[src/rtl/pin_enroll.sv]
`default_nettype none
// ============================================================================
// Module   : pin_enroll
// Purpose  : Writer side of the PIN path. Captures a new DIGITS-long decimal
//            PIN from two synchronized wallet buttons and commits it as a
//            packed BCD vector read by the PIN comparator as its stored PIN.
//            The first digit entered lands in bits [3:0], the next in [7:4].
// Ports    : clk_i       - system clock
//            rst_i       - synchronous reset, active-high
//            start_i     - level, starts/restarts enrollment
//            b_dir_i     - right button (rise = increment selected digit)
//            b_esq_i     - left button  (rise = accept selected digit)
//            pin_vec_o   - committed PIN, packed BCD
//            pin_valid_o - a PIN has been committed since reset
//            digit_o     - digit currently selected
//            pos_o       - index of the digit being entered
//            busy_o      - enrollment in progress (state != IDLE)
//            done_o      - one-cycle pulse on commit
//            err_o       - one-cycle pulse on confirm mismatch
// Option   : PIN_CONFIRM_EN - when defined, the PIN must be entered twice
//            and only a matching second entry is committed. When undefined
//            the confirm pass is absent and err_o is tied low.
// Revision : 1.0 - initial release
// ============================================================================
module pin_enroll #(
  parameter int DIGITS    = 4,
  parameter int MAX_DIGIT = 9
) (
  input  logic                        clk_i,
  input  logic                        rst_i,
  input  logic                        start_i,
  input  logic                        b_dir_i,
  input  logic                        b_esq_i,
  output logic [4*DIGITS-1:0]         pin_vec_o,
  output logic                        pin_valid_o,
  output logic [3:0]                  digit_o,
  output logic [$clog2(DIGITS)-1:0]   pos_o,
  output logic                        busy_o,
  output logic                        done_o,
  output logic                        err_o
);

  localparam int            PW        = $clog2(DIGITS);
  localparam logic [PW-1:0] POS_LAST  = PW'(DIGITS - 1);
  localparam logic [PW-1:0] POS_ONE   = PW'(1);
  localparam logic [3:0]    DIGIT_MAX = 4'(MAX_DIGIT);

`ifdef PIN_CONFIRM_EN
  typedef enum logic [1:0] {
    IDLE    = 2'd0,
    ENTER   = 2'd1,
    CONFIRM = 2'd2,
    COMMIT  = 2'd3
  } state_t;
`else
  typedef enum logic [1:0] {
    IDLE    = 2'd0,
    ENTER   = 2'd1,
    COMMIT  = 2'd3
  } state_t;
`endif

  state_t                state_q, state_d;
  logic                  dir_prev_q, dir_prev_d;
  logic                  esq_prev_q, esq_prev_d;
  logic [3:0]            digit_q, digit_d;
  logic [PW-1:0]         pos_q, pos_d;
  logic [4*DIGITS-1:0]   shadow_q, shadow_d;
  logic [4*DIGITS-1:0]   pin_vec_q, pin_vec_d;
  logic                  pin_valid_q, pin_valid_d;
  logic                  done_q, done_d;

  logic dir_rise, esq_rise;
  logic dir_ev, esq_ev;

  // A simultaneous rise on both buttons is ambiguous, so neither counts.
  assign dir_rise = b_dir_i & ~dir_prev_q;
  assign esq_rise = b_esq_i & ~esq_prev_q;
  assign dir_ev   = dir_rise & ~esq_rise;
  assign esq_ev   = esq_rise & ~dir_rise;

`ifdef PIN_CONFIRM_EN
  logic       mism_q, mism_d;
  logic       err_q, err_d;
  logic [3:0] shadow_sel;

  // Nibble of the first-pass entry at the current position.
  always_comb begin
    shadow_sel = 4'd0;
    for (int i = 0; i < DIGITS; i++) begin
      if (int'(pos_q) == i) shadow_sel = shadow_q[4*i +: 4];
    end
  end
`endif

  always_comb begin
    state_d     = state_q;
    dir_prev_d  = b_dir_i;
    esq_prev_d  = b_esq_i;
    digit_d     = digit_q;
    pos_d       = pos_q;
    shadow_d    = shadow_q;
    pin_vec_d   = pin_vec_q;
    pin_valid_d = pin_valid_q;
    done_d      = 1'b0;
`ifdef PIN_CONFIRM_EN
    mism_d      = mism_q;
    err_d       = 1'b0;
`endif

    case (state_q)
      IDLE: begin
        if (start_i) begin
          state_d  = ENTER;
          digit_d  = 4'd0;
          pos_d    = '0;
          shadow_d = '0;
`ifdef PIN_CONFIRM_EN
          mism_d   = 1'b0;
`endif
        end
      end

      ENTER: begin
        if (start_i) begin
          digit_d  = 4'd0;
          pos_d    = '0;
          shadow_d = '0;
        end else if (dir_ev) begin
          digit_d = (digit_q == DIGIT_MAX) ? 4'd0 : digit_q + 4'd1;
        end else if (esq_ev) begin
          for (int i = 0; i < DIGITS; i++) begin
            if (int'(pos_q) == i) shadow_d[4*i +: 4] = digit_q;
          end
          digit_d = 4'd0;
          if (pos_q == POS_LAST) begin
            pos_d = '0;
`ifdef PIN_CONFIRM_EN
            state_d = CONFIRM;
            mism_d  = 1'b0;
`else
            state_d = COMMIT;
`endif
          end else begin
            pos_d = pos_q + POS_ONE;
          end
        end
      end

`ifdef PIN_CONFIRM_EN
      CONFIRM: begin
        if (start_i) begin
          state_d  = ENTER;
          digit_d  = 4'd0;
          pos_d    = '0;
          shadow_d = '0;
          mism_d   = 1'b0;
        end else if (dir_ev) begin
          digit_d = (digit_q == DIGIT_MAX) ? 4'd0 : digit_q + 4'd1;
        end else if (esq_ev) begin
          // Mismatches accumulate; the verdict is applied in COMMIT so the
          // error pulse has the same latency as the done pulse.
          mism_d  = mism_q | (digit_q != shadow_sel);
          digit_d = 4'd0;
          if (pos_q == POS_LAST) begin
            pos_d   = '0;
            state_d = COMMIT;
          end else begin
            pos_d = pos_q + POS_ONE;
          end
        end
      end
`endif

      COMMIT: begin
        // Single uninterruptible cycle; start_i is deliberately ignored.
        state_d = IDLE;
        digit_d = 4'd0;
        pos_d   = '0;
`ifdef PIN_CONFIRM_EN
        mism_d  = 1'b0;
        if (mism_q) begin
          err_d = 1'b1;
        end else begin
          pin_vec_d   = shadow_q;
          pin_valid_d = 1'b1;
          done_d      = 1'b1;
        end
`else
        pin_vec_d   = shadow_q;
        pin_valid_d = 1'b1;
        done_d      = 1'b1;
`endif
      end

      default: begin
        state_d = IDLE;
        digit_d = 4'd0;
        pos_d   = '0;
      end
    endcase
  end

  always_ff @(posedge clk_i) begin
    if (rst_i) begin
      state_q     <= IDLE;
      dir_prev_q  <= 1'b0;
      esq_prev_q  <= 1'b0;
      digit_q     <= 4'd0;
      pos_q       <= '0;
      shadow_q    <= '0;
      pin_vec_q   <= '0;
      pin_valid_q <= 1'b0;
      done_q      <= 1'b0;
`ifdef PIN_CONFIRM_EN
      mism_q      <= 1'b0;
      err_q       <= 1'b0;
`endif
    end else begin
      state_q     <= state_d;
      dir_prev_q  <= dir_prev_d;
      esq_prev_q  <= esq_prev_d;
      digit_q     <= digit_d;
      pos_q       <= pos_d;
      shadow_q    <= shadow_d;
      pin_vec_q   <= pin_vec_d;
      pin_valid_q <= pin_valid_d;
      done_q      <= done_d;
`ifdef PIN_CONFIRM_EN
      mism_q      <= mism_d;
      err_q       <= err_d;
`endif
    end
  end

  assign pin_vec_o   = pin_vec_q;
  assign pin_valid_o = pin_valid_q;
  assign digit_o     = digit_q;
  assign pos_o       = pos_q;
  assign busy_o      = (state_q != IDLE);
  assign done_o      = done_q;
`ifdef PIN_CONFIRM_EN
  assign err_o       = err_q;
`else
  assign err_o       = 1'b0;
`endif

endmodule
`default_nettype wire

[config.mk]
export PLATFORM = sky130hd
export DESIGN_NAME = pin_enroll
export DESIGN_NICKNAME = d
export VERILOG_FILES = /design/src/rtl/pin_enroll.sv
export SDC_FILE = /design/constraint.sdc
export NUM_CORES = 1
export LEC_CHECK = 0
export ABC_AREA = 1
export BUFFER_PORTS_ARGS = -buffer_cell sky130_fd_sc_hd__buf_2
export CAP_MARGIN = 20
export CORE_AREA = 10 10 73 75
export CTS_CLUSTER_DIAMETER = 50
export CTS_CLUSTER_SIZE = 14
export DETAILED_ROUTE_END_ITERATION = 8
export DIE_AREA = 0 0 83 85
export GPL_TIMING_DRIVEN = 0
export PLACE_DENSITY = 0.8
export SYNTH_ARGS = -nofsm -noshare
export SYNTH_HDL_FRONTEND = slang
export SYNTH_SLANG_ARGS = --single-unit
[constraint.sdc]
create_clock -name clk_i -period 1.7 [get_ports clk_i]
set_input_delay 0 -clock clk_i [delete_from_list [all_inputs] [get_ports clk_i]]
set_output_delay 0 -clock clk_i [all_outputs]
set_load 0.005 [all_outputs]
==> flow_summary.ini <==
[clock_network]
cts_buffers = 5
post_cts_resize_count = 0
cts_setup_buffers = 0
cts_tree = built
cts_max_level = 2
cts_buffer_depth = 2
cts-root-buf = clkbuf_8
path_clk_slew_ns = 0.08
clkLatencyLatePin_ns = 0.29
cts_sinks = 44

[power_and_ir_drop]
p_sw_uw = 511
power.share.sequential_pct = 56.0
power_per_cell_area_nw_per_um2 = 881
power.clock.fraction_pct = 31.1
p_total_mw = 1.96
max-vdd-ir-drop_v = 0.000402
intPower_mw = 1.45
pwr-share-comb_pct = 12.9
total_leakage_power_nw = 1.05
switching_share_pct = 26.1

[synthesis]
synthesis.area_um2 = 1920
syn_avg_cell_area_um2 = 7.44
synth.mux.area_fraction_pct = 0
yosys_warnings = 0
synth_top_family_by_area = simple AND/OR/NAND/NOR gates
synthAdderAreaFrac_pct = 3.91
synth_seq_cells = 44
syn_nets = 269
synth-simple-area-share_pct = 31.4
synth_compound_area_share_pct = 11.0
seq_area_frac_synth_pct = 45.9
yosys.cell_types.count = 25
synth_xor_area_share_pct = 0.456
synth_cells = 258

[detailed_routing]
vias = 1696
post_drt_wl_per_cell_um = 11.7
dr.pass1.iters = 4
drtAntennaViolNets = 0
first_iter_violations = 71
vias_per_cell = 4.90
wl_um = 4060
remaining_drc_errors = 0

[place]
post-place-ws_ns = 0.168
port_buffers = 29
dpl.hpwl_um = 3020
gp_congestion = 0.913

[cells_and_area]
layout-drive-gt1-share_pct = 19.9
fin_nets = 307
post-route-util_pct = 56.8
fill_cells = 404
area_growth_pct = 15.9
diodes = 0

[setup_path]
cp-start-kind = flip-flop
required_ns = 1.89
cp-end-kind = flip-flop
worstPathMaxFanout = 8
cp.arrival_ns = 1.75
worstSetupPathType = flip-flop to flip-flop

[floorplan]
rows = 23
die_w_um = 83
ios = 31
start_util_pct = 49.0
coreArea_um2 = 3910
die_area_um2 = 7060
fp.dieH_um = 85

[sta]
rsz0062_at_grt = no
finClkSkew_ns = 0.00474
fmax_mhz = 643
report.final.slew_viol_count = 0
fin_crit_sh_pct = 91.5
setup_violations = 0
hold_viol = 0
fin_setup_tns_ns = 0
setup_ws_ns = 0.144
fin_crit_ns = 1.56

[outcome]
outcome = completed

[global_route]
grt_max_degree = 13
grt_first_pass_wirelength_um = 7270
track_usage_pct = 12.1
antenna_found_initial = 0
grt_pass1_vias = 1670
grt_overflow = 0

[min_path]
hold_class = input port to flip-flop

[flow_run]
drv_cap = 0
==> cell type report <==
| cell class | count | area, um^2 | area share (%) |
|---|---|---|---|
| plain buffers | 11 | 57.6 | 2.59 |
| clock buffers | 6 | 72.6 | 3.26 |
| clock inverters | 1 | 5.00 | 0.225 |
| inverters | 21 | 81.3 | 3.66 |
| multi-input cells | 182 | 900 | 40.4 |
| flip-flops and latches | 44 | 881 | 39.6 |
| well taps | 50 | 62.6 | 2.81 |
| repair buffers | 31 | 165 | 7.42 |
==> cells in the mapped netlist <==
cell | instances | area share, %
nor2_4 | 4 | 2.3
nor2_2 | 1 | 0.33
inv_2 | 2 | 0.39
ha_1 | 6 | 3.9
a21oi_1 | 25 | 6.5
dfxtp_1 | 44 | 46
nand3b_1 | 1 | 0.39
nor2_1 | 55 | 11
or2_2 | 3 | 0.98
nand3_2 | 1 | 0.52
xnor2_1 | 1 | 0.46
inv_4 | 1 | 0.33
conb_1 | 1 | 0.20
inv_1 | 18 | 3.5
buf_1 | 1 | 0.20
clkbuf_1 | 3 | 0.59
nand4_1 | 3 | 0.98
nand3_1 | 20 | 5.2
nand2_4 | 2 | 1.2
nor3_1 | 1 | 0.26
buf_2 | 4 | 1.0
buf_4 | 3 | 1.2
nand2_2 | 3 | 0.98
o21ai_0 | 17 | 4.4
nand2_1 | 38 | 7.4
==> metrics by stage <==
stage,hold WS [ns],cell area [um^2],instances
detailed placement,0.229,2130,337
finish,0.0362,2220,346
global placement,0.216,2130,337
global route,0.0558,2220,346
floorplan,0.107,1920,258
CTS,0.0207,2220,346
==> flip-flops by register name, summed over array words and instances (netlist names) <==
| name | count |
|---|---|
| digit_o | 4 |
| shadow_q | 16 |
| pin_valid_o | 1 |
| dir_prev_q | 1 |
| state_q | 2 |
| pin_vec_o | 16 |
| pos_o | 2 |
| esq_prev_q | 1 |
| done_o | 1 |
==> layout by cell type (no fill, tap or decap) <==
cell type and count:
inv_4 1, conb_1 1, inv_2 2, buf_4 3
nor2_4 4, or2_2 3, dlygate4sd3_1 2, nand4_1 3
xnor2_1 1, nand3b_1 1, clkinv_2 1, a21oi_1 25
nand3_2 1, dfxtp_1 44, inv_1 18, buf_2 33
nand2_2 3, clkbuf_1 4, nor2_2 1, nand2_1 38
nand2_4 2, nor2_1 55, buf_1 1, clkbuf_8 5
nand3_1 20, o21ai_0 17, nor3_1 1, ha_1 6
==> cells by family after synthesis <==
| family | after synthesis |
|---|---|
| and+or+nand+nor | 132 |
| DFF | 44 |
| AOI/OAI and AO/OA | 42 |
| buffers and inverters | 32 |
| adders and majority gates | 6 |
| xor gates and xnor gates | 1 |
| other | 1 |
==> power by group through the flow <==
stage	combinational (mW)	clock [mW]	sequential, mW
final	0.252	0.610	1.10
after floorplan	0.193	0	1.12
after global placement	0.243	0	1.12
after global routing	0.291	0.658	1.10
after CTS	0.253	0.625	1.10
after detailed placement	0.247	0	1.12
==> critical path: stages (launching register included) <==
cell and delay, ns:
dfxtp_1 0.41, inv_1 0.10, ha_1 0.18, or2_2 0.26
nor2_1 0.19, nor2_4 0.09, a21oi_1 0.15, nor2_1 0.06
==> per-layer routing <==
| layer | part of all wire (%) | GRT usage, % | routed length, um | vias up |
|---|---|---|---|---|
| li1 | - | - | - | 892 |
| met1 | 44 | 12.5 | 1770 | 755 |
| met2 | 48 | 21.3 | 1940 | 43 |
| met3 | 7.0 | 4.78 | 285 | 6 |
| met4 | 1.4 | 5.11 | 56 | 0 |
| met5 | 0 | 0 | 0 | - |
==> repair_timing <==
item | in CTS | in global routing
hold buffers | 2 | 0
endpoints found under the setup margin | 0 | 0
hold endpoints to repair | 2 | 0
==> worst paths after layout <==
check                             startpoint            end  slack (ns)  depth (start not counted)
worst max-delay path                pos_o[1]    shadow_q[4]        0.14                          7
worst min-delay path                   rst_i     state_q[1]        0.04                          4
worst max register to register      pos_o[1]    shadow_q[4]        0.14                          7
worst min register to register  shadow_q[14]  pin_vec_o[14]        0.46                          2
No activity file was read; power rests on OpenSTA's default activity.
